<file path="src/rtl/rv32i_mc_ctrl.sv">
// Multi-cycle control FSM for an RV32I core: sequences fetch/decode/exec/mem/wb,
// drives all datapath enables and selects, and halts with a sticky trap cause.
module rv32i_mc_ctrl #(
  parameter int MEM_TIMEOUT = 16
) (
  input  logic        clk_i,
  input  logic        rst_i,
  input  logic [31:0] instr_i,
  input  logic        br_taken_i,
  input  logic        mem_ready_i,
  output logic        mem_req_o,
  output logic        mem_we_o,
  output logic        mem_addr_sel_o,
  output logic        ir_we_o,
  output logic        pc_we_o,
  output logic [1:0]  pc_sel_o,
  output logic        reg_we_o,
  output logic [1:0]  wb_sel_o,
  output logic        alu_a_sel_o,
  output logic        alu_b_sel_o,
  output logic        retire_o,
  output logic        trap_o,
  output logic [1:0]  trap_cause_o,
  output logic [2:0]  state_o
);

  // FETCH=0 read instr | DECODE=1 latch opcode | EXEC=2 alu/branch | MEM=3 data access | WB=4 writeback | TRAP=5 halted
  localparam logic [2:0] S_FETCH  = 3'd0;
  localparam logic [2:0] S_DECODE = 3'd1;
  localparam logic [2:0] S_EXEC   = 3'd2;
  localparam logic [2:0] S_MEM    = 3'd3;
  localparam logic [2:0] S_WB     = 3'd4;
  localparam logic [2:0] S_TRAP   = 3'd5;

  localparam logic [6:0] OP_OP     = 7'b0110011;
  localparam logic [6:0] OP_IMM    = 7'b0010011;
  localparam logic [6:0] OP_LOAD   = 7'b0000011;
  localparam logic [6:0] OP_STORE  = 7'b0100011;
  localparam logic [6:0] OP_BRANCH = 7'b1100011;
  localparam logic [6:0] OP_JAL    = 7'b1101111;
  localparam logic [6:0] OP_JALR   = 7'b1100111;
  localparam logic [6:0] OP_LUI    = 7'b0110111;
  localparam logic [6:0] OP_AUIPC  = 7'b0010111;
  localparam logic [6:0] OP_FENCE  = 7'b0001111;
  localparam logic [6:0] OP_SYSTEM = 7'b1110011;

  localparam int              CW       = $clog2(MEM_TIMEOUT + 1) + 1;
  localparam logic [CW-1:0]   TO_LIMIT = CW'(MEM_TIMEOUT);

  logic [2:0]    state_q, state_d;
  logic [6:0]    opcode_q, opcode_d;
  logic          rd_zero_q, rd_zero_d;
  logic [1:0]    cause_q, cause_d;
  logic [CW-1:0] tmo_q, tmo_d;

  logic          legal_op, timeout;
  logic          mreq, mwe, asel, irwe, pcwe, regwe, alu_a, alu_b;
  logic [1:0]    pcsel, wbsel;
  logic          unused_instr;

  assign unused_instr = ^instr_i[31:12];

  always_comb begin
    case (instr_i[6:0])
      OP_OP, OP_IMM, OP_LOAD, OP_STORE, OP_BRANCH,
      OP_JAL, OP_JALR, OP_LUI, OP_AUIPC, OP_FENCE: legal_op = 1'b1;
      default:                                      legal_op = 1'b0;
    endcase
  end

  // The limit cycle still honours a same-cycle mem_ready.
  assign timeout = (MEM_TIMEOUT != 0) && (tmo_q == TO_LIMIT) && !mem_ready_i;
  assign tmo_d   = (mreq && !mem_ready_i) ? tmo_q + CW'(1) : '0;

  always_comb begin
    state_d   = state_q;
    opcode_d  = opcode_q;
    rd_zero_d = rd_zero_q;
    cause_d   = cause_q;
    mreq      = 1'b0;
    mwe       = 1'b0;
    asel      = 1'b0;
    irwe      = 1'b0;
    pcwe      = 1'b0;
    pcsel     = 2'd0;
    regwe     = 1'b0;
    wbsel     = 2'd0;
    case (state_q)
      S_FETCH: begin
        mreq = 1'b1;
        if (mem_ready_i) begin
          irwe    = 1'b1;
          state_d = S_DECODE;
        end else if (timeout) begin
          state_d = S_TRAP;
          cause_d = 2'd2;
        end
      end
      S_DECODE: begin
        opcode_d  = instr_i[6:0];
        rd_zero_d = (instr_i[11:7] == 5'd0);
        if (instr_i[6:0] == OP_SYSTEM) begin
          state_d = S_TRAP;
          cause_d = 2'd3;
        end else if (legal_op) begin
          state_d = S_EXEC;
        end else begin
          state_d = S_TRAP;
          cause_d = 2'd1;
        end
      end
      S_EXEC: begin
        state_d = S_FETCH;
        case (opcode_q)
          OP_LOAD, OP_STORE: state_d = S_MEM;
          OP_BRANCH: begin
            pcwe  = 1'b1;
            pcsel = br_taken_i ? 2'd1 : 2'd0;
          end
          OP_JAL: begin
            regwe = 1'b1;
            wbsel = 2'd2;
            pcwe  = 1'b1;
            pcsel = 2'd1;
          end
          OP_JALR: begin
            regwe = 1'b1;
            wbsel = 2'd2;
            pcwe  = 1'b1;
            pcsel = 2'd2;
          end
          OP_LUI: begin
            regwe = 1'b1;
            wbsel = 2'd3;
            pcwe  = 1'b1;
          end
          OP_FENCE: pcwe = 1'b1;
          default:  state_d = S_WB;
        endcase
      end
      S_MEM: begin
        mreq = 1'b1;
        asel = 1'b1;
        mwe  = (opcode_q == OP_STORE);
        if (mem_ready_i) begin
          if (opcode_q == OP_STORE) begin
            pcwe    = 1'b1;
            state_d = S_FETCH;
          end else begin
            state_d = S_WB;
          end
        end else if (timeout) begin
          state_d = S_TRAP;
          cause_d = 2'd2;
        end
      end
      S_WB: begin
        regwe   = 1'b1;
        wbsel   = (opcode_q == OP_LOAD) ? 2'd1 : 2'd0;
        pcwe    = 1'b1;
        state_d = S_FETCH;
      end
      S_TRAP:  state_d = S_TRAP;
      default: state_d = S_FETCH;
    endcase
  end

  // Operand selects stay stable from EXEC through MEM and WB.
  always_comb begin
    alu_a = 1'b0;
    alu_b = 1'b0;
    if (state_q == S_EXEC || state_q == S_MEM || state_q == S_WB) begin
      case (opcode_q)
        OP_IMM, OP_LOAD, OP_STORE, OP_JALR: alu_b = 1'b1;
        OP_AUIPC: begin
          alu_a = 1'b1;
          alu_b = 1'b1;
        end
        default: ;
      endcase
    end
  end

  always_ff @(posedge clk_i) begin
    if (rst_i) begin
      state_q   <= S_FETCH;
      opcode_q  <= 7'd0;
      rd_zero_q <= 1'b0;
      cause_q   <= 2'd0;
      tmo_q     <= '0;
    end else begin
      state_q   <= state_d;
      opcode_q  <= opcode_d;
      rd_zero_q <= rd_zero_d;
      cause_q   <= cause_d;
      tmo_q     <= tmo_d;
    end
  end

  assign mem_req_o      = mreq & ~rst_i;
  assign mem_we_o       = mwe & ~rst_i;
  assign mem_addr_sel_o = asel & ~rst_i;
  assign ir_we_o        = irwe & ~rst_i;
  assign pc_we_o        = pcwe & ~rst_i;
  assign pc_sel_o       = rst_i ? 2'd0 : pcsel;
  assign reg_we_o       = regwe & ~rd_zero_q & ~rst_i;
  assign wb_sel_o       = rst_i ? 2'd0 : wbsel;
  assign alu_a_sel_o    = alu_a & ~rst_i;
  assign alu_b_sel_o    = alu_b & ~rst_i;
  assign retire_o       = pc_we_o;
  assign trap_o         = (state_q == S_TRAP) & ~rst_i;
  assign trap_cause_o   = cause_q;
  assign state_o        = state_q;

endmodule
</file>
<file path="config.mk">
export PLATFORM = sky130hd
export DESIGN_NAME = rv32i_mc_ctrl
export DESIGN_NICKNAME = d
export VERILOG_FILES = /design/src/rtl/rv32i_mc_ctrl.sv
export SDC_FILE = /design/constraint.sdc
export NUM_CORES = 1
export LEC_CHECK = 0
export CORE_MARGIN = 5
export CORE_UTILIZATION = 40
export DETAILED_ROUTE_END_ITERATION = 16
export PLACE_DENSITY = 0.74
export SLEW_MARGIN = 25
export SYNTH_ARGS = -nofsm -noshare
export SYNTH_HDL_FRONTEND = slang
export SYNTH_SLANG_ARGS = --single-unit
</file>
<file path="constraint.sdc">
create_clock -name clk_i -period 3.44 [get_ports clk_i]
set_clock_uncertainty 0.05 [all_clocks]
set_input_delay 0.86 -clock clk_i [delete_from_list [all_inputs] [get_ports clk_i]]
set_output_delay 0.86 -clock clk_i [all_outputs]
set_load 0.01 [all_outputs]
</file>
# Yosys cells after proc, flatten, opt, wreduce, memory -nomap -nowiden
# Cells that the tools add are included.
# totals
reg_bits,19
in_bits,36
output_inout_bits,19
word_cells,102
# classes
n_addsub,1
n_eq_ne,29
n_mux,37
bitwise_logic,13
reduce_logical,17
# ops
operator,n
$eq 7x7->1 const B,7
$eq 7x6->1 const B,5
$eq 7x5->1 const B,4
$mux 3,6
$mux 1,16
$pmux 3 s5,1
$eq 7x2->1 const B,2
$eq 7x4->1 const B,2
$mux 2,7
$pmux 2 s2,3
$and 1x1->1,10
$reduce_or 10->1,1
$reduce_or 5->1,2
$reduce_or 2->1,4
$add 6x1->6 const B,1
$eq 3x2->1 const B,2
$eq 3x3->1 const B,2
$eq 6x5->1 const B,1
$pmux 2 s3,1
$pmux 3 s2,1
$logic_not 5->1,1
$reduce_and 4->1,1
$eq 3x1->1 const B,1
$logic_not 3->1,1
other kinds (11),15

# Depth between registers and ports, before layout
# depth
word_depth,6
depth_mapped,7
mapped_depth_nobuf,7

# Worst setup path before layout
# OpenSTA, ideal clock, no wires.
# synth_path
path_type,input to output
start,input port rst_i
end,output port alu_a_sel_o
t_arrival_ps,1918
t_required_ps,2530
slack_ps,612
cell_stages,4
n_path_buf,1
cell_sequence,clkbuf_1 -> or3_1 -> o21bai_1 -> nor4_1
# synth_between
elab_chain_cells,2
# synth_lines
element,line_no,source
from (decl),7,"input logic rst_i,"
$not 1->1,208,assign alu_a_sel_o = alu_a & ~rst_i;
$and 1x1->1,208,
to (decl),19,"output logic alu_a_sel_o,"
# Every way passes these cells.

# Final worst setup path
# layout_path
start,input port mem_ready_i
end,output port pc_we_o
# layout_between
elab_chain_cells,3
# layout_lines
element,line_no,source
from (decl),10,"input logic mem_ready_i,"
$mux 1,145,if (mem_ready_i) begin
$pmux 1 s3,88,case (state_q)
$and 1x1->1,204,assign pc_we_o = pcwe & ~rst_i;
to (decl),15,"output logic pc_we_o,"
# Every way passes these cells.

==> impl_metrics.tcl <==
set metrics [dict create \
    setup_viol 0 \
    worstHoldStart "tmo_q[0]" \
    antenna_found_initial 0 \
    r2r-start "state_o[0]" \
    layout_commonest_cell "clkdlybuf4s50_1" \
    std_cell_rows 20 \
    ant_nets 0 \
    holdWs_ps 426 \
    syn_area_per_cell_um2 7.78 \
    required_ps 2530 \
    ir_worst_vdd_mv 0.183 \
    critPathArrivalTime_ps 2410 \
    firstDrtPassIters 4 \
    antenna_cells 0 \
    relSlewSlack_pct 33.2 \
    critPathLaunch "mem_ready_i" \
    netlist_area_mm2 0.00124 \
    period_share_pct 96.4 \
    start_util_pct 41.2 \
    final_area_mm2 0.00163 \
    synth_seq_area_share_pct 30.7 \
    layout_common_cells "clkdlybuf4s50_1, nor2_1, dfxtp_1" \
    synth_edf_count 0 \
    via_per_inst 5.59 \
    clk_latency_ps 290 \
    cellLeakagePower_uw 0.000653 \
    r2r-end "rd_zero_q" \
    place_area_mm2 0.00159 \
    worstHoldEndpoint "tmo_q[0]" \
    synth.yosys.warnings 0 \
    rr_worst_depth 4 \
    cts_tree "done" \
    dp_hpwl_um 2420 \
    wirelength_um 3140 \
    hold_violations 0 \
    ys_ff_latch 19 \
    synth_top_area_cell "dfxtp_1" \
    synth_top_area_share_pct 30.7 \
    layout_min_cycle_time_ps 3320 \
    cp-start-kind "input pin" \
    endpoint_kind "output pin" \
    io_pins 55 \
    core_mm2 0.00300 \
    synth_cells 159 \
    dieArea_mm2 0.00431 \
    crit_fanout 2 \
    worstSetupPathType "input pin to output pin" \
    cts_num_sinks 19 \
    synthArstFlopShare_pct 0 \
    overflow 0 \
    synth_area_leaders "dfxtp_1, nor2_1, mux2i_1, a21oi_1, nand2_1" \
    die_h_um 65.6 \
    htreeDepth 1 \
    slew_viol_final 0 \
    grt_pass1_wl_um 5160 \
    max_slew.worst_pin.slew_ps 998 \
    fmax_mhz 301 \
    regToRegSetupSlack_ps 1210 \
    syn2layout_area_growth_pct 32.1 \
    fin_setup_tns_ps 0 \
    ys_types 46 \
    rsz0062_at_grt "no" \
    gp_congestion 0.780 \
    grt_max_degree 15 \
    clk_path_buf_depth 2 \
    portBuffers 34 \
    syn_nets 197 \
    hold_path_depth 1 \
    cts_root_buf "clkbuf_4" \
    path_clk_slew_ps 110 \
    drive_above_1_share_pct 8.95 \
    grt_util_all_layers_pct 15.1 \
    wire_per_inst_um 14.1 \
    nNetsFinal 229 \
    drtIter0Drc 109 \
    drcViolationCount 0 \
    power_density_mw_per_mm2 445 \
    hp-class "flop to flop" \
    power.total_uw 728 \
    status "finished, final reports clean" \
    cts_made_buffers 3 \
    synth_flop_cell "dfxtp_1" \
    die_x_um 65.6 \
    first_global_vias 1185 \
    drv_cap 0 \
    vias 1247 \
]
[how the worst max path moves through the flow]
| stage | endpoint | slack, ps |
|---|---|---|
| final | pc_we_o | 120 |
| after detailed placement | pc_sel_o[1] | -200 |
| after floorplan | alu_a_sel_o | 610 |
| after global placement | pc_sel_o[1] | -170 |
| after CTS | wb_sel_o[1] | 3 |
| after global routing | pc_we_o | 20 |
[cell families after synthesis]
group / share of synthesized area, %
muxes: 6.47
AOI/OAI and AO/OA: 15.1
buffers and inverters: 7.18
adders and majority gates: 2.02
DFF: 30.7
and+or+nand+nor: 35.7
xor gates and xnor gates: 2.83
[routing by layer]
layer  share of wire (%)  up-vias  global-route usage (%)
li1                    -      620                       -
met1                  46      585                    18.9
met2                  48       34                    25.3
met3                 3.6        8                    1.88
met4                 2.4        0                    7.25
met5                   0        -                       0
[metrics by stage]
stage	instances	worst slack [ps]	utilization, %
4_1_cts	222	2.94	53.7
6_report	223	122	54.4
2_1_floorplan	159	612	-
3_5_place_dp	218	-197	52.8
5_1_grt	223	19.1	54.4
3_3_place_gp	218	-171	52.8
[critical path: stages]
cell,delay (ps)
clkdlybuf4s50_1,480
nand2_1,60
nor2_1,150
a31oi_1,130
a21oi_2,170
clkdlybuf4s50_1,560
[report_power, final]
part / switching [uW] / internal (uW)
sequential: 68.3 / 253
clock: 65.0 / 45.1
combinational: 136 / 161
[cells in the mapped netlist (all sizes together), types with 4 or more instances]
cell,number
nor2b,4
inv,7
nand3,7
buf,7
nor4,6
dfxtp,19
nor2,24
nand2,10
nor3,7
mux2i,8
a21oi,8
or3,4
o21ai,5
clkbuf,5
[final cells by class]
type	count	area, um2
Multi-Input combinational cell	121	783
Inverter	7	26.3
Tap cell	33	41.3
Sequential cell	19	380
Clock buffer	4	26.3
Timing Repair Buffer	39	377
Fill cell	290	1370
[flip-flops by register name, indices dropped and copies added (netlist names)]
signal / flops
opcode_q: 7
rd_zero_q: 1
state_o: 3
tmo_q: 6
trap_cause_o: 2
[what timing repair did]
item,CTS,global route
setup endpoints to repair,5,4
pin swaps,0,3
resized for setup,5,7
hold buffers,0,0
setup buffers,0,1
endpoints found under the hold margin,0,0
(Power assumes the default switching activity.)
